==> src/rtl/uart_tx_arbiter.sv <==
// Round-robin arbiter sharing one UART TX between a 16-bit (two-byte) port A and an 8-bit port B.
// Sequences each byte on tx_busy, flags lost frames and drives the TX clock-gate enable.
module uart_tx_arbiter #(
  parameter int unsigned DATA_W       = 8,
  parameter int unsigned BUSY_TIMEOUT = 7
) (
  input  logic                CLK,
  input  logic                RST,
  input  logic                a_valid,
  input  logic [2*DATA_W-1:0] a_data,
  output logic                a_ready,
  input  logic                b_valid,
  input  logic [DATA_W-1:0]   b_data,
  output logic                b_ready,
  input  logic                tx_busy,
  output logic [DATA_W-1:0]   tx_data,
  output logic                tx_data_valid,
  output logic                tx_err,
  output logic                clk_gate_en
);

  localparam int unsigned HOLD_W = 2 * DATA_W;
  localparam int unsigned CNT_W  = $clog2(BUSY_TIMEOUT + 1);

  typedef enum logic [1:0] {IDLE, SEND, WAIT_HI, WAIT_LO} state_t;

  state_t              state, state_d;
  logic [HOLD_W-1:0]   hold, hold_d;
  logic                byte_sel, byte_sel_d;
  logic                is_a, is_a_d;
  logic                last_b, last_b_d;
  logic [CNT_W-1:0]    cnt, cnt_d;
  logic                grant_a;
  logic                a_ready_d, b_ready_d, tx_data_valid_d, tx_err_d, clk_gate_en_d;
  logic [DATA_W-1:0]   tx_data_d;

  // State, hold and output registers
  always_ff @(posedge CLK or negedge RST) begin
    if (!RST) begin
      state         <= IDLE;
      hold          <= '0;
      byte_sel      <= 1'b0;
      is_a          <= 1'b0;
      last_b        <= 1'b1;
      cnt           <= '0;
      a_ready       <= 1'b0;
      b_ready       <= 1'b0;
      tx_data       <= '0;
      tx_data_valid <= 1'b0;
      tx_err        <= 1'b0;
      clk_gate_en   <= 1'b0;
    end else begin
      state         <= state_d;
      hold          <= hold_d;
      byte_sel      <= byte_sel_d;
      is_a          <= is_a_d;
      last_b        <= last_b_d;
      cnt           <= cnt_d;
      a_ready       <= a_ready_d;
      b_ready       <= b_ready_d;
      tx_data       <= tx_data_d;
      tx_data_valid <= tx_data_valid_d;
      tx_err        <= tx_err_d;
      clk_gate_en   <= clk_gate_en_d;
    end
  end

  // Next-state and next-output logic; outputs are computed from the next state
  always_comb begin
    state_d    = state;
    hold_d     = hold;
    byte_sel_d = byte_sel;
    is_a_d     = is_a;
    last_b_d   = last_b;
    cnt_d      = cnt;
    a_ready_d  = 1'b0;
    b_ready_d  = 1'b0;
    tx_err_d   = 1'b0;
    grant_a    = a_valid && (!b_valid || last_b);

    case (state)
      IDLE: begin
        if (!tx_busy && (a_valid || b_valid)) begin
          state_d    = SEND;
          byte_sel_d = 1'b0;
          is_a_d     = grant_a;
          last_b_d   = !grant_a;
          if (grant_a) begin
            hold_d    = a_data;
            a_ready_d = 1'b1;
          end else begin
            hold_d    = {{DATA_W{1'b0}}, b_data};
            b_ready_d = 1'b1;
          end
        end
      end
      SEND: begin
        cnt_d   = '0;
        state_d = WAIT_HI;
      end
      WAIT_HI: begin
        if (tx_busy) begin
          state_d = WAIT_LO;
        end else begin
          cnt_d = cnt + CNT_W'(1);
          if (cnt_d == CNT_W'(BUSY_TIMEOUT)) begin
            tx_err_d = 1'b1;
            state_d  = IDLE;
          end
        end
      end
      WAIT_LO: begin
        // Only port A has a second byte to send
        if (!tx_busy) begin
          if (is_a && !byte_sel) begin
            byte_sel_d = 1'b1;
            state_d    = SEND;
          end else begin
            state_d = IDLE;
          end
        end
      end
      default: state_d = IDLE;
    endcase

    tx_data_valid_d = (state_d == SEND);
    tx_data_d       = tx_data;
    if (state_d == SEND) begin
      tx_data_d = byte_sel_d ? hold_d[HOLD_W-1:DATA_W] : hold_d[DATA_W-1:0];
    end
    clk_gate_en_d = (state != IDLE) || a_valid || b_valid || tx_busy;
  end

endmodule

==> config.mk <==
export PLATFORM = sky130hd
export DESIGN_NAME = uart_tx_arbiter
export DESIGN_NICKNAME = d
export VERILOG_FILES = /design/src/rtl/uart_tx_arbiter.sv
export SDC_FILE = /design/constraint.sdc
export NUM_CORES = 1
export LEC_CHECK = 0
export CAP_MARGIN = 0
export CORE_ASPECT_RATIO = 0.8
export CORE_MARGIN = 1
export CORE_UTILIZATION = 41
export CTS_CLUSTER_SIZE = 16
export DETAILED_ROUTE_END_ITERATION = 16
export PLACE_DENSITY = 0.68
export SLEW_MARGIN = 5
export SYNTH_ARGS = -nofsm -noshare
export SYNTH_HDL_FRONTEND = slang
export SYNTH_SLANG_ARGS = --single-unit
==> constraint.sdc <==
create_clock -name CLK -period 4.2 [get_ports CLK]
set_input_delay 0.84 -clock CLK [delete_from_list [all_inputs] [get_ports CLK]]
set_output_delay 0.84 -clock CLK [all_outputs]
set_load 0.005 [all_outputs]
**After elaboration in Yosys (flattened, before gate mapping)**

Cells that the tools add are included.

- Logic and storage cells: 61
- Flip-flop bits (word level): 37
- Output and inout bits: 13
- Input port bits: 29

- Add/sub/neg operators: 1
- Reduce and logical (&&, ||, !) cells: 17
- Multiplexer cells: 25
- Equal/unequal tests: 6

Operators by type and width:

| kind | number |
|---|---|
| $mux 16 | 3 |
| $mux 1 | 13 |
| $mux 2 | 4 |
| $mux 8 | 1 |
| $pmux 2 s4 | 1 |
| $pmux 3 s2 | 1 |
| $logic_or 1x1->1 | 5 |
| $eq 2x1->1 const B | 2 |
| $eq 2x2->1 const B | 2 |
| $logic_not 1->1 | 4 |
| $reduce_and 2->1 | 2 |
| $reduce_bool 2->1 | 2 |
| $add 3x1->3 const B | 1 |
| $eq 3x3->1 const B | 1 |
| $logic_and 1x1->1 | 3 |
| $mux 3 | 1 |
| $logic_not 2->1 | 1 |
| $ne 2x2->1 const B | 1 |
| $pmux 1 s2 | 1 |

**Longest topological paths before layout**

- Depth in word-level cells: 7
- Depth in mapped cells: 9

**Least setup slack after synthesis**

Ideal clock, no wire load.

- Kind: input port to flip-flop
- Start point: input port tx_busy
- End point: register tx_data[0]
- Stages on the path: 6
- Data arrival time: 2291 ps
- Buffers on the path: 1
- Setup slack: 1785 ps
- Cells stage by stage: buf_2 > or3b_1 > o21ai_0 > nand2_1 > a211oi_4 > mux2_2

- Longest elaborated chain between the ends: 5
- Elaborated cells between the ends (all ways): 13
- Those cells by class: 1 x eq/ne; 10 x mux; 2 x reduce/logical

Ends and longest elaborated chain:

| element | line | RTL |
|---|---|---|
| start: declaration | 15 | `input logic tx_busy,` |
| $logic_not 1->1 | - |  |
| $logic_and 1x1->1 | 83 | `if (!tx_busy && (a_valid \|\| b_valid)) begin` |
| $mux 2 | 83 |  |
| $pmux 2 s4 * | 81 | `case (state)` |
| $eq 2x1->1 * | - |  |
| net tx_data_valid_d | 34 | `logic a_ready_d, b_ready_d, tx_data_valid_d, tx_err_d, clk_gate_en_d;` |
| end signal: assignment | 61 | `tx_data <= tx_data_d;` |
| end: declaration | 16 | `output logic [DATA_W-1:0] tx_data,` |

The timed path passes the listed nets; every way through them passes the cells marked *.
A chain may end at the register's enable or synchronous reset.

**Worst setup path in the final report**

- Start point: input port tx_busy
- End point: register tx_data[2]

- Longest elaborated chain between the ends: 5
- Elaborated cells between the ends (all ways): 13
- Those cells by class: 1 x eq/ne; 10 x mux; 2 x reduce/logical

Ends and longest elaborated chain:

| element | line | RTL |
|---|---|---|
| $logic_not 1->1 | - |  |
| $logic_and 1x1->1 | 83 |  |
| $mux 2 | 83 |  |
| $pmux 2 s4 * | 81 |  |
| net state_d[1] | 27 | `state_t state, state_d;` |
| $eq 2x1->1 * | - |  |
| net tx_data_valid_d | 34 |  |

Marked as above.

==> metrics.txt <==
largest family of logic cells by synthesized area=compound AO/OA/AOI/OAI gates; # fillers=approximately 330; cell area after synthesis=between 1500 and 2000 um^2; Critical Path RT=4.37 ns; Final min period=roughly 3.0 ns; FMAX=between 300 and 400 MHz; synthesized-area fraction occupied by and/or/nand/nor cells=5.922%; yosys warns=0; Via density=5.290; H-tree Lvls=2; syn avg cell area=between 10 and 15 um^2; hold buffer count at CTS=0; I/O pins=42; WS Path Type=in2reg; Post-Synth XOR/XNOR Area=around 1.6%; Max Fanout on Critical Path=12; type of origin of the critical path=primary input; WHS=slightly above 0.5 ns; mux cell area share after synthesis=10.07%; TNS Setup=0 ns; latest clock arrival within the worst-skew pair=0.29 ns; final setup vio count=0; Clock Sinks=37; CTS tree=built; Worst Tran Pin Value=a little over 0.7 ns; ant diodes=0; Slew Viols, Final=0; layout cells sized above 1=between 10% and 20%; DRT iter0 DRCs=170; Core ar.=about 3900 um^2; Peak VDD IR=about 0.29 mV; total global-route track usage=between 15 and 20%; Post CTS Setup Buffer Count=0; setup ws final=around 1.2 ns; Final ANT Viol Nets=0; syn_nets=179; Placer Congestion=roughly 0.9; pwr dens=roughly 680 nW/um^2; row count=20; Worst slew margin=51.58%; die height=a little under 60 um; die area=roughly 4400 um^2; Seq/Total Area, Yosys=54.85%; Pleak=roughly 1.1 nW; RSZ-0062 raised after global routing=no; arrival time worst endpoint=3.18 ns; Max-Cap Viols=0; register area=between 900 and 1000 um^2; Hold Fails Final Rpt=0; FF+latch count, synth=37; # DRC=0; number of antenna violations at the first check in global routing=0; global route total overflow=0; post-DP HPWL=~2700 um; Crit. End Element=register; Pre-antenna DRT Iters=4; Detailed Route WL=between 3000 and 4000 um; status=finished clean; Vias=approximately 1300; post-CTS sizing=0; CTS Buf Count=5; Clk pin slew, worst setup/hold paths=0.07 ns; nets=224; pin count of the biggest net entering global routing=38; multi-input logic area=between 600 and 700 um^2; Final Cycle Share=71.55%; CTS Root Cell=clkbuf_8; Synth Area in Compound Gates=between 15 and 20%; CTS Buffer Depth=2; Cells after Synth=~140; Adder-Cell Fraction of Synth Area=roughly 4.4%; Final Skew=~0.0039 ns; number of global-route vias before repair=about 1400; routed len/inst=roughly 15 um; Port Buffers=slightly above 40; first-pass GRT wire length=between 6000 and 7000 um; Die W=roughly 74 um; Starting Density=a little over two fifths; Area Growth Syn to Fin=35.01%; worst hold path class=reg2reg; final total power=about 0.0015 W; post-synth cell types=28; pre-CTS setup slack=around 0.93 ns
-- path summary, 6_finish.rpt --
kind,slack (ns),endpoint,from,cells past startpoint
hold reg to reg,0.51,hold[8],hold[8],2
hold / removal,0.51,hold[8],hold[8],2
setup reg to reg,1.63,tx_data[4],state[1],8
max in group asynchronous,2.89,last_b,RST,2
setup / recovery,1.20,tx_data[2],tx_busy,6
min in group asynchronous,0.96,hold[8],RST,2
-- per-layer routing --
layer | wire length (um) | vias up | global-route usage (%)
li1 | - | 604 | -
met1 | 1567 | 635 | 22.38
met2 | 1879 | 47 | 32.63
met3 | 209 | 10 | 5.102
met4 | 79 | 0 | 10.44
met5 | 0 | - | 0
-- synth_stat cells (all sizes together) --
library cell / n / area [um^2]
nor2: 4 / 15.01
nand2b: 2 / 12.51
a22o: 1 / 8.760
a222oi: 9 / 90.09
ha: 6 / 75.07
inv: 21 / 78.83
o22ai: 1 / 12.51
nor4bb: 1 / 10.01
a21o: 2 / 15.01
nand2: 7 / 26.28
xnor2: 3 / 26.28
a21oi: 3 / 15.01
nor2b: 1 / 6.260
mux2: 8 / 90.09
mux2i: 8 / 80.08
and3: 2 / 12.51
dfstp: 1 / 26.28
o21ai: 7 / 35.03
a211oi: 1 / 20.02
buf: 3 / 15.01
or3b: 2 / 17.52
a311o: 1 / 10.01
o31ai: 1 / 7.510
a22oi: 8 / 60.06
dfrtp: 36 / 900.9
a31oi: 2 / 12.51
clkbuf: 3 / 11.26
-- cells in the final DEF, fill, tap and decap left out, types with 7 or more instances in the layout --
master / netlist / routed
dfrtp_1: 36 / 36
mux2i_1: 8 / 8
clkdlybuf4s50_1: 0 / 41
a22oi_1: 8 / 8
inv_1: 21 / 21
a222oi_1: 9 / 9
mux2_2: 8 / 8
nand2_1: 7 / 7
-- registers in the layout, summed over array words and instances (netlist names), 2 cells and up --
| name | flops |
|---|---|
| cnt | 3 |
| state | 2 |
| tx_data | 8 |
| hold | 16 |
-- report_power, final --
| part | total [W] | switching (W) | internal (W) |
|---|---|---|---|
| Combinational | 0.000642 | 0.000304 | 0.000338 |
| Clock | 0.000315 | 0.000121 | 0.000193 |
| Sequential | 0.000585 | 0.0000760 | 0.000509 |
-- final cells by class --
class / instances / area share [%]
inverter: 21 / 3.454
timing repair buffer: 44 / 18.97
sequential: 37 / 40.62
tap: 55 / 3.015
clock inverter: 1 / 1.316
clock buffer: 7 / 3.783
multi-input combinational: 80 / 28.84
-- through the flow --
| step | util (%) | std cells | instance area, um^2 |
|---|---|---|---|
| 2_1_floorplan | - | 144 | 1690 |
| 3_3_place_gp | 55.84 | 237 | 2166 |
| 3_5_place_dp | 55.84 | 237 | 2166 |
| 4_1_cts | 58.84 | 245 | 2282 |
| 5_1_grt | 58.84 | 245 | 2282 |
| 6_report | 58.84 | 245 | 2282 |
-- worst max-delay path, cell delays in order --
cell             delay, ns
clkdlybuf4s50_1       0.61
or3b_1                0.47
o22ai_2               0.20
a222oi_1              0.19
a211oi_4              0.47
mux2_2                0.40
-- logic make-up (layout without fill, tap and decap cells) --
group | after synthesis | after routing
xor gates and xnor gates | 3 | 3
AOI/OAI and AO/OA | 36 | 36
adders and majority gates | 6 | 6
buffers and inverters | 27 | 73
DFF | 37 | 37
and+or+nand+nor | 19 | 19
muxes | 16 | 16
(Power assumes the default switching activity.)
